--- src/rtl/uart_pkg.sv ---
// Shared types and constants for the result UART transmitter.
// Optional feature macro: RESULT_TX_PARITY_EN (adds an even-parity bit per byte).
package uart_pkg;

    localparam logic        START_BIT     = 1'b0;
    localparam logic        STOP_BIT      = 1'b1;
    localparam int unsigned BITS_PER_BYTE = 8;

`ifdef RESULT_TX_PARITY_EN
    typedef enum logic [2:0] {
        StIdle,
        StStart,
        StData,
        StParity,
        StStop
    } tx_state_t;
`else
    typedef enum logic [1:0] {
        StIdle,
        StStart,
        StData,
        StStop
    } tx_state_t;
`endif

endpackage

--- src/rtl/uart_baud_gen.sv ---
// Bit-time generator: counts CLKS_PER_BIT cycles and flags the last cycle of each bit.
// Optional feature macro: RESULT_TX_PARITY_EN (not used in this file).
module uart_baud_gen #(
    parameter int unsigned CLKS_PER_BIT = 434
) (
    input  logic clk,
    input  logic rst,
    input  logic i_clr,
    input  logic i_en,
    output logic o_bit_tick
);

    localparam int unsigned CNT_W = (CLKS_PER_BIT > 1) ? $clog2(CLKS_PER_BIT) : 1;
    localparam logic [CNT_W-1:0] LAST_CNT = CNT_W'(CLKS_PER_BIT - 1);

    logic [CNT_W-1:0] r_cnt;

    // Bit-time counter; clear aligns bit boundaries to the accept edge.
    always_ff @(posedge clk or negedge rst) begin
        if (!rst) begin
            r_cnt <= '0;
        end else if (i_clr) begin
            r_cnt <= '0;
        end else if (i_en) begin
            r_cnt <= (r_cnt == LAST_CNT) ? '0 : r_cnt + 1'b1;
        end
    end

    assign o_bit_tick = i_en && (r_cnt == LAST_CNT);

endmodule

--- src/rtl/result_uart_tx.sv ---
// Sends a DATA_W-bit result word as DATA_W/8 UART frames, MSB byte first, LSB bit first.
// Optional feature macro: RESULT_TX_PARITY_EN (11-bit frames with even parity).
module result_uart_tx
    import uart_pkg::*;
#(
    parameter int unsigned CLKS_PER_BIT = 434,
    parameter int unsigned DATA_W       = 32
) (
    input  logic              clk,
    input  logic              rst,
    input  logic [DATA_W-1:0] result_i,
    input  logic              valid_i,
    output logic              ready_o,
    output logic              tx_o,
    output logic              busy_o
);

    localparam int unsigned NBYTES    = DATA_W / 8;
    localparam int unsigned BYTE_W    = (NBYTES > 1) ? $clog2(NBYTES) : 1;
    localparam logic [BYTE_W-1:0] LAST_BYTE = BYTE_W'(NBYTES - 1);
    localparam logic [2:0]        LAST_BIT  = 3'(BITS_PER_BYTE - 1);

    tx_state_t         r_state;
    logic [DATA_W-1:0] r_word;
    logic [2:0]        r_bit_idx;
    logic [BYTE_W-1:0] r_byte_idx;
    logic              r_tx;
    logic              r_ready;
    logic              r_busy;

    logic              w_accept;
    logic              w_bit_tick;
    logic [7:0]        w_cur_byte;

    assign w_accept   = valid_i && r_ready;
    // The word register is shifted left per byte, so the byte in flight is always on top.
    assign w_cur_byte = r_word[DATA_W-1 -: 8];

`ifdef RESULT_TX_PARITY_EN
    logic w_parity;
    assign w_parity = ^w_cur_byte;
`endif

    uart_baud_gen #(
        .CLKS_PER_BIT(CLKS_PER_BIT)
    ) u_baud_gen (
        .clk       (clk),
        .rst       (rst),
        .i_clr     (w_accept),
        .i_en      (r_busy),
        .o_bit_tick(w_bit_tick)
    );

    // Transmit FSM with registered line and handshake outputs.
    always_ff @(posedge clk or negedge rst) begin
        if (!rst) begin
            r_state    <= StIdle;
            r_word     <= '0;
            r_bit_idx  <= '0;
            r_byte_idx <= '0;
            r_tx       <= STOP_BIT;
            r_ready    <= 1'b1;
            r_busy     <= 1'b0;
        end else begin
            unique case (r_state)
                StIdle: begin
                    if (w_accept) begin
                        r_word     <= result_i;
                        r_state    <= StStart;
                        r_tx       <= START_BIT;
                        r_ready    <= 1'b0;
                        r_busy     <= 1'b1;
                        r_bit_idx  <= '0;
                        r_byte_idx <= '0;
                    end
                end
                StStart: begin
                    if (w_bit_tick) begin
                        r_state   <= StData;
                        r_tx      <= w_cur_byte[0];
                        r_bit_idx <= '0;
                    end
                end
                StData: begin
                    if (w_bit_tick) begin
                        if (r_bit_idx == LAST_BIT) begin
                            r_bit_idx <= '0;
`ifdef RESULT_TX_PARITY_EN
                            r_state   <= StParity;
                            r_tx      <= w_parity;
`else
                            r_state   <= StStop;
                            r_tx      <= STOP_BIT;
`endif
                        end else begin
                            r_bit_idx <= r_bit_idx + 3'd1;
                            r_tx      <= w_cur_byte[r_bit_idx + 3'd1];
                        end
                    end
                end
`ifdef RESULT_TX_PARITY_EN
                StParity: begin
                    if (w_bit_tick) begin
                        r_state <= StStop;
                        r_tx    <= STOP_BIT;
                    end
                end
`endif
                StStop: begin
                    if (w_bit_tick) begin
                        if (r_byte_idx == LAST_BYTE) begin
                            r_state    <= StIdle;
                            r_ready    <= 1'b1;
                            r_busy     <= 1'b0;
                            r_byte_idx <= '0;
                        end else begin
                            r_state    <= StStart;
                            r_tx       <= START_BIT;
                            r_byte_idx <= r_byte_idx + BYTE_W'(1);
                            r_word     <= r_word << 8;
                        end
                    end
                end
                default: begin
                    r_state <= StIdle;
                end
            endcase
        end
    end

    assign tx_o    = r_tx;
    assign ready_o = r_ready;
    assign busy_o  = r_busy;

endmodule

--- config.mk ---
export PLATFORM = sky130hd
export DESIGN_NAME = result_uart_tx
export DESIGN_NICKNAME = d
export VERILOG_FILES = /design/src/rtl/uart_pkg.sv /design/src/rtl/uart_baud_gen.sv /design/src/rtl/result_uart_tx.sv
export SDC_FILE = /design/constraint.sdc
export NUM_CORES = 1
export LEC_CHECK = 0
export CORE_MARGIN = 4
export CORE_UTILIZATION = 59
export CTS_CLUSTER_DIAMETER = 50
export CTS_CLUSTER_SIZE = 8
export DETAILED_ROUTE_END_ITERATION = 10
export GPL_ROUTABILITY_DRIVEN = 0
export PLACE_DENSITY = 0.83
export SETUP_SLACK_MARGIN = 0.05
export SLEW_MARGIN = 25
export SYNTH_ARGS = -nofsm -noshare
export SYNTH_HDL_FRONTEND = slang
export SYNTH_SLANG_ARGS = --single-unit
--- constraint.sdc ---
create_clock -name clk -period 4.1 [get_ports clk]
set_clock_uncertainty 0.05 [all_clocks]
set_input_delay 0.82 -clock clk [delete_from_list [all_inputs] [get_ports clk]]
set_output_delay 0.82 -clock clk [all_outputs]
set_load 0.02 [all_outputs]
Word level (Yosys, flattened, before mapping)
Cells that the tools add are included.

Add/sub/neg operators: 3. $lt $le $gt $ge: 1. Eq/ne operators: 13. Multiplexer cells: 39. Reduce and logical (&&, ||, !) cells: 12.

Operators with widths (count): $mux W32 (3); $pmux W32 S2 (1); $mux W9 (3); $mux W2 (8); $mux W1 (13); $mux W3 (4); $reduce_and A4 Y1 (3); $reduce_and A5 Y1 (2); $add A9 B1 Y9 const B (1); $eq A9 B9 Y1 const B (1); $pmux W3 S3 (1); $ne A2 B1 Y1 const B (4); $pmux W2 S4 (1); $eq A2 B2 Y1 const B (3); $ne A2 B2 Y1 const B (3); $lt A3 B4 Y1 const B (1); $pmux W1 S2 (2); $pmux W1 S4 (1); $pmux W2 S2 (1); $reduce_bool A2 Y1 (2); $add A3 B1 Y3 const B (1); $bmux W1 S3 (1); $eq A3 B3 Y1 const B (1); $reduce_and A3 Y1 (1); other kinds (5) (6).

Register bits after elaboration: 51. Input port bits: 35. Output and inout port bits: 3. Word-level logic and storage cells: 76.

Depth between registers and ports, before layout
Depth in word-level cells: 6. Gate-level depth with buffers: 7. Depth with buffers taken out: 6.

Modules after synthesis
Synthesis repeated with hierarchy kept, for this count alone.

Cells, all modules: 246. Area, all modules: 2698.8 um^2.

Modules (own cells, without submodules): result_uart_tx (instances 1, cells an instance 194, area each 2165.8 um^2, seq. area each 1053.5 um^2); uart_baud_gen (instances 1, cells an instance 52, area each 533.0 um^2, seq. area each 225.2 um^2).

Worst setup path after synthesis
No wires, ideal clock.

Path kind: in2reg. From: input valid_i. To: register r_word[10]. Setup time: 125 ps. Arrival: 1881 ps. Required time: 3925 ps. Setup slack: 2043 ps. Cell stages on the path: 5. Buffers on the path: 2. Cell sequence: a21bo_2 buf_2 a31oi_4 buf_6 mux2_4.

Word-level cells in the longest chain between the ends: 3.

RTL lines: from (decl) (RTL line result_uart_tx.sv:12) `input logic valid_i,`; $logic_and A1 B1 Y1 (RTL line result_uart_tx.sv:35) `assign w_accept = valid_i && r_ready;`; $ne A2 B1 Y1 (no source line); $reduce_and A4 Y1 (no source line); to (signal assigned) (RTL line result_uart_tx.sv:68) `r_word <= result_i;`; to (signal assigned) (RTL line result_uart_tx.sv:120) `r_word <= r_word << 8;`; to (decl) (RTL line result_uart_tx.sv:24) `logic [DATA_W-1:0] r_word;`.

Every way passes these cells. A chain may end at the register's enable or synchronous reset.

Worst setup path after layout
From: input valid_i. To: register r_word[13].

The elaborated chain is that of the path after synthesis.

==> results by stage <==
Critical path:
- The critical path startpoint category is a primary input.
- The worst setup path is of the primary input to flip-flop kind.
- In this run the worst path has a maximum fanout of 32.
- Data arrives at the worst endpoint at 2.66 ns.
- STA puts the critical path data required time at 4.24 ns.
- STA classifies the critical path endpoint as a flip-flop.

CTS:
- Clock tree synthesis selected as its root buffer the cell sky130_fd_sc_hd__clkbuf_8.
- The post-CTS repair timing setup buffer count is 0.
- The hold-fix buffer count after cts is 0.
- The clock insertion delay at the later pin of the skew report is 0.30 ns.
- The buffer levels on the longest clock path is 2.
- The clock input transition at the sequential cells of the worst setup and hold paths is 0.09 ns.
- Clock tree synthesis found a total of 51 sinks.
- The total of cells resized after clock tree synthesis is 0.
- The H-tree was split into 2 levels.
- TritonCTS built the clock tree.
- Counting the buffers created by CTS gives 5.

Logic synthesis:
- By area the synthesized netlist is led by sky130_fd_sc_hd__dfrtp_1, sky130_fd_sc_hd__mux2_2, sky130_fd_sc_hd__mux2_4.
- The share of the Yosys chip area taken by registers is a little under half.
- The number of warnings reported in the yosys synthesis log is 0.
- After synthesis the netlist holds a flip-flop and latch count of 51.
- The most instantiated library cell after synthesis is sky130_fd_sc_hd__dfrtp_1.
- In the synthesized netlist, the cells that appear most often are sky130_fd_sc_hd__dfrtp_1, sky130_fd_sc_hd__mux2_2, sky130_fd_sc_hd__mux2_4.
- The largest total area in the synthesized netlist belongs to sky130_fd_sc_hd__dfrtp_1.
- The area of the mapped netlist is 0.00282 mm^2.
- After synthesis, the netlist uses 43 different library cells.
- When the netlist entered floorplanning its net count stood at 269.
- The average cell area after synthesis is about 13 um^2.
- Of the post-synthesis cell area, the dominant cell type holds 43.6%.
- After technology mapping, the gate count stands at 224.
- The proportion of synthesized flip-flops having asynchronous set or reset is between 90% and 100%.
- The most used flip-flop cell after synthesis is sky130_fd_sc_hd__dfrtp_1.
- Yosys mapped a number of flops with a built-in enable equal to 0.

Placed design:
- Once detailed placement completed, the half-perimeter wirelength came to 3650 um.
- The port buffer count is 37.
- Prior to clock tree synthesis, the placed netlist has a worst setup slack of between 1 and 1.5 ns.
- The number of placed cells counting well taps is 306.

Timing:
- The worst-case setup margin in the final layout is 1.57 ns.
- The final critical delay including setup and external delays is around 2.5 ns.
- The share of the clock period used by the worst path after layout is between 60 and 70%.
- Setup violations remaining at the end of the flow were counted as 0.
- The total negative setup slack is 0 ns.
- The timing-limited maximum frequency is 396 MHz.
- The slew of the pin with the lowest slew margin is 0.790 ns.
- Setup repair after global routing left no endpoint under its margin.
- The worst-case headroom to the max-slew limit is 47.4%.
- The final-report hold violation count is 0.
- The final count of pins violating max slew is 0.

Detailed routing:
- The count of routing violations after the opening detailed-route iteration is 153.
- The pre-antenna-repair detailed-routing pass consisted of 4 iterations.
- The post-detailed-route via-to-cell ratio is about 5.8.
- Once detail routing completed, the nets flagged for antenna violations numbered 0.
- The count of unresolved DRC violations after routing is 0.
- The routed wire length is 5140 um.
- After detailed routing, the average wire length per cell comes to between 15 and 20 um.
- The total number of vias is roughly 1800.

Layout:
- The final-layout fill cell count is 306.
- The share of final-layout standard cells stronger than drive strength 1 is 28.2%.
- Relative to the synthesized area, the layout overhead comes to 17.4%.
- The layout net count is between 300 and 400.
- Once layout is complete, the cells apart from fillers number 314.
- The number of antenna diodes in the final layout is 0.

Global routing:
- The via count of the first global-routing pass is between 1500 and 2000.
- The total overflow left after global routing is 0.
- The first-pass GRT wire length is 9070 um.
- The combined global-route utilization of all metal layers is 19.1%.
- Entering global routing, the biggest net connects 33 pins.
- The number of antenna violations at the first check in global routing is 0.

Power:
- For this design the total switching power over the nets is roughly 0.18 mW.
- The worst supply voltage drop on vdd is roughly 0.00021 V.
- In this run, flip-flops and latches consume 57.6% of the power.
- In this run switching power makes up 20.4% of total power.
- The leakage power figure is around 1.5 nW.
- The clock network power share is 36.0%.
- The power density normalized to cell area is 264 mW/mm^2.
- Of the total power, combinational logic draws under 10%.
- Power comes to 0.872 mW.
- The total internal power is 0.694 mW.

Status:
- The flow ran to the end, and the final reports show no timing, DRC or antenna violations.

Floorplanning:
- The number of ports placed on the die boundary is 38.
- From bottom edge to top edge, the die measures 77.1 um.
- The core outline area is 0.00447 mm^2.
- The effective utilization at floorplan is 62.9%.
- The die covers between 0.005 and 0.006 mm^2.
- The width of the die is 77.1 um.
- The floorplan has 24 rows.

Run:
- Max-cap violations in this run came to 0.

Worst hold path:
- The path class of the tightest hold or removal check is primary input to async pin.
-- layout by cell type (no fill, tap or decap), types with 2 or more instances in the layout --
cell type	Yosys	routed
sky130_fd_sc_hd__clkdlybuf4s50_1	0	36
sky130_fd_sc_hd__buf_4	0	3
sky130_fd_sc_hd__ha_1	10	10
sky130_fd_sc_hd__nand2b_1	3	3
sky130_fd_sc_hd__mux4_2	2	2
sky130_fd_sc_hd__a21oi_1	5	5
sky130_fd_sc_hd__nor2_1	10	10
sky130_fd_sc_hd__and4_1	2	2
sky130_fd_sc_hd__mux2_2	30	30
sky130_fd_sc_hd__o211ai_1	4	4
sky130_fd_sc_hd__o21ai_0	5	5
sky130_fd_sc_hd__nand3_1	4	4
sky130_fd_sc_hd__a22o_1	8	8
sky130_fd_sc_hd__nand3b_1	3	3
sky130_fd_sc_hd__a31oi_1	3	3
sky130_fd_sc_hd__nor3_1	2	2
sky130_fd_sc_hd__xor2_1	3	3
sky130_fd_sc_hd__dfstp_2	2	2
sky130_fd_sc_hd__xnor2_1	2	2
sky130_fd_sc_hd__nand4_1	3	3
sky130_fd_sc_hd__mux2_4	22	22
sky130_fd_sc_hd__clkbuf_8	0	7
sky130_fd_sc_hd__dfrtp_1	49	49
sky130_fd_sc_hd__nor3b_1	2	2
sky130_fd_sc_hd__inv_1	8	8
sky130_fd_sc_hd__nand2_1	15	15
-- registers in the layout, indices dropped and copies added, names as in the netlist --
name,count
busy_o,1
r_bit_idx,3
r_byte_idx,2
r_state,2
r_word,32
ready_o,1
tx_o,1
u_baud_gen.r_cnt,9
-- cell families after synthesis --
logic type,count (synthesis),share of synthesized area [%]
xor gates and xnor gates,5,1.56
muxes,54,25.3
AOI/OAI and AO/OA,33,9.20
and+or+nand+nor,53,10.7
adders and majority gates,10,4.44
DFF,51,45.4
buffers and inverters,18,3.33
-- critical path, cell delays in order --
cell                              delay, ns
sky130_fd_sc_hd__clkdlybuf4s50_1       0.51
sky130_fd_sc_hd__nand2_1               0.11
sky130_fd_sc_hd__nor3b_4               0.51
sky130_fd_sc_hd__a31oi_4               0.04
sky130_fd_sc_hd__buf_4                 0.30
sky130_fd_sc_hd__mux2_4                0.35
-- per-stage QoR --
stage | area [um^2] | utilization (%) | hold slack [ns]
floorplan | 2820 | - | 0.411
global placement | 3200 | 71.6 | 0.427
detailed placement | 3200 | 71.6 | 0.429
CTS | 3300 | 73.9 | 0.444
global route | 3300 | 73.9 | 0.461
finish | 3300 | 73.9 | 0.437
-- worst paths after layout --
kind	startpoint	end	slack (ns)	cells after the start
setup / recovery	valid_i	r_word[13]	1.57	6
hold / removal	rst	u_baud_gen.r_cnt[4]	0.44	1
setup reg to reg	r_state[0]	r_word[28]	1.59	5
hold reg to reg	tx_o	tx_o	0.44	2
max in group asynchronous	rst	tx_o	2.76	2
min in group clk	tx_o	tx_o	0.44	2
-- power groups by stage --
stage	Clock, mW	Sequential (mW)	Combinational [mW]
floorplan	0	0.513	0.0119
global placement	0	0.513	0.0562
detailed placement	0	0.513	0.0572
CTS	0.323	0.503	0.0576
global route	0.346	0.503	0.0618
finish	0.314	0.503	0.0560
-- routing by layer --
metal	vias up	track usage, %	share of wire, %
li1	885	-	-
met1	896	27.2	47
met2	46	29.5	47
met3	6	3.98	4.8
met4	0	5.69	1.2
met5	-	0	0
-- area by class of cell --
cell class | instances | area [um^2] | area share, %
multi-input cells | 155 | 1440 | 43.7
clock buffers | 8 | 100 | 3.03
inverters | 8 | 30.0 | 0.909
well taps | 52 | 65.1 | 1.97
repair buffers | 40 | 388 | 11.7
flip-flops and latches | 51 | 1280 | 38.7
(Power assumes the default switching activity.)
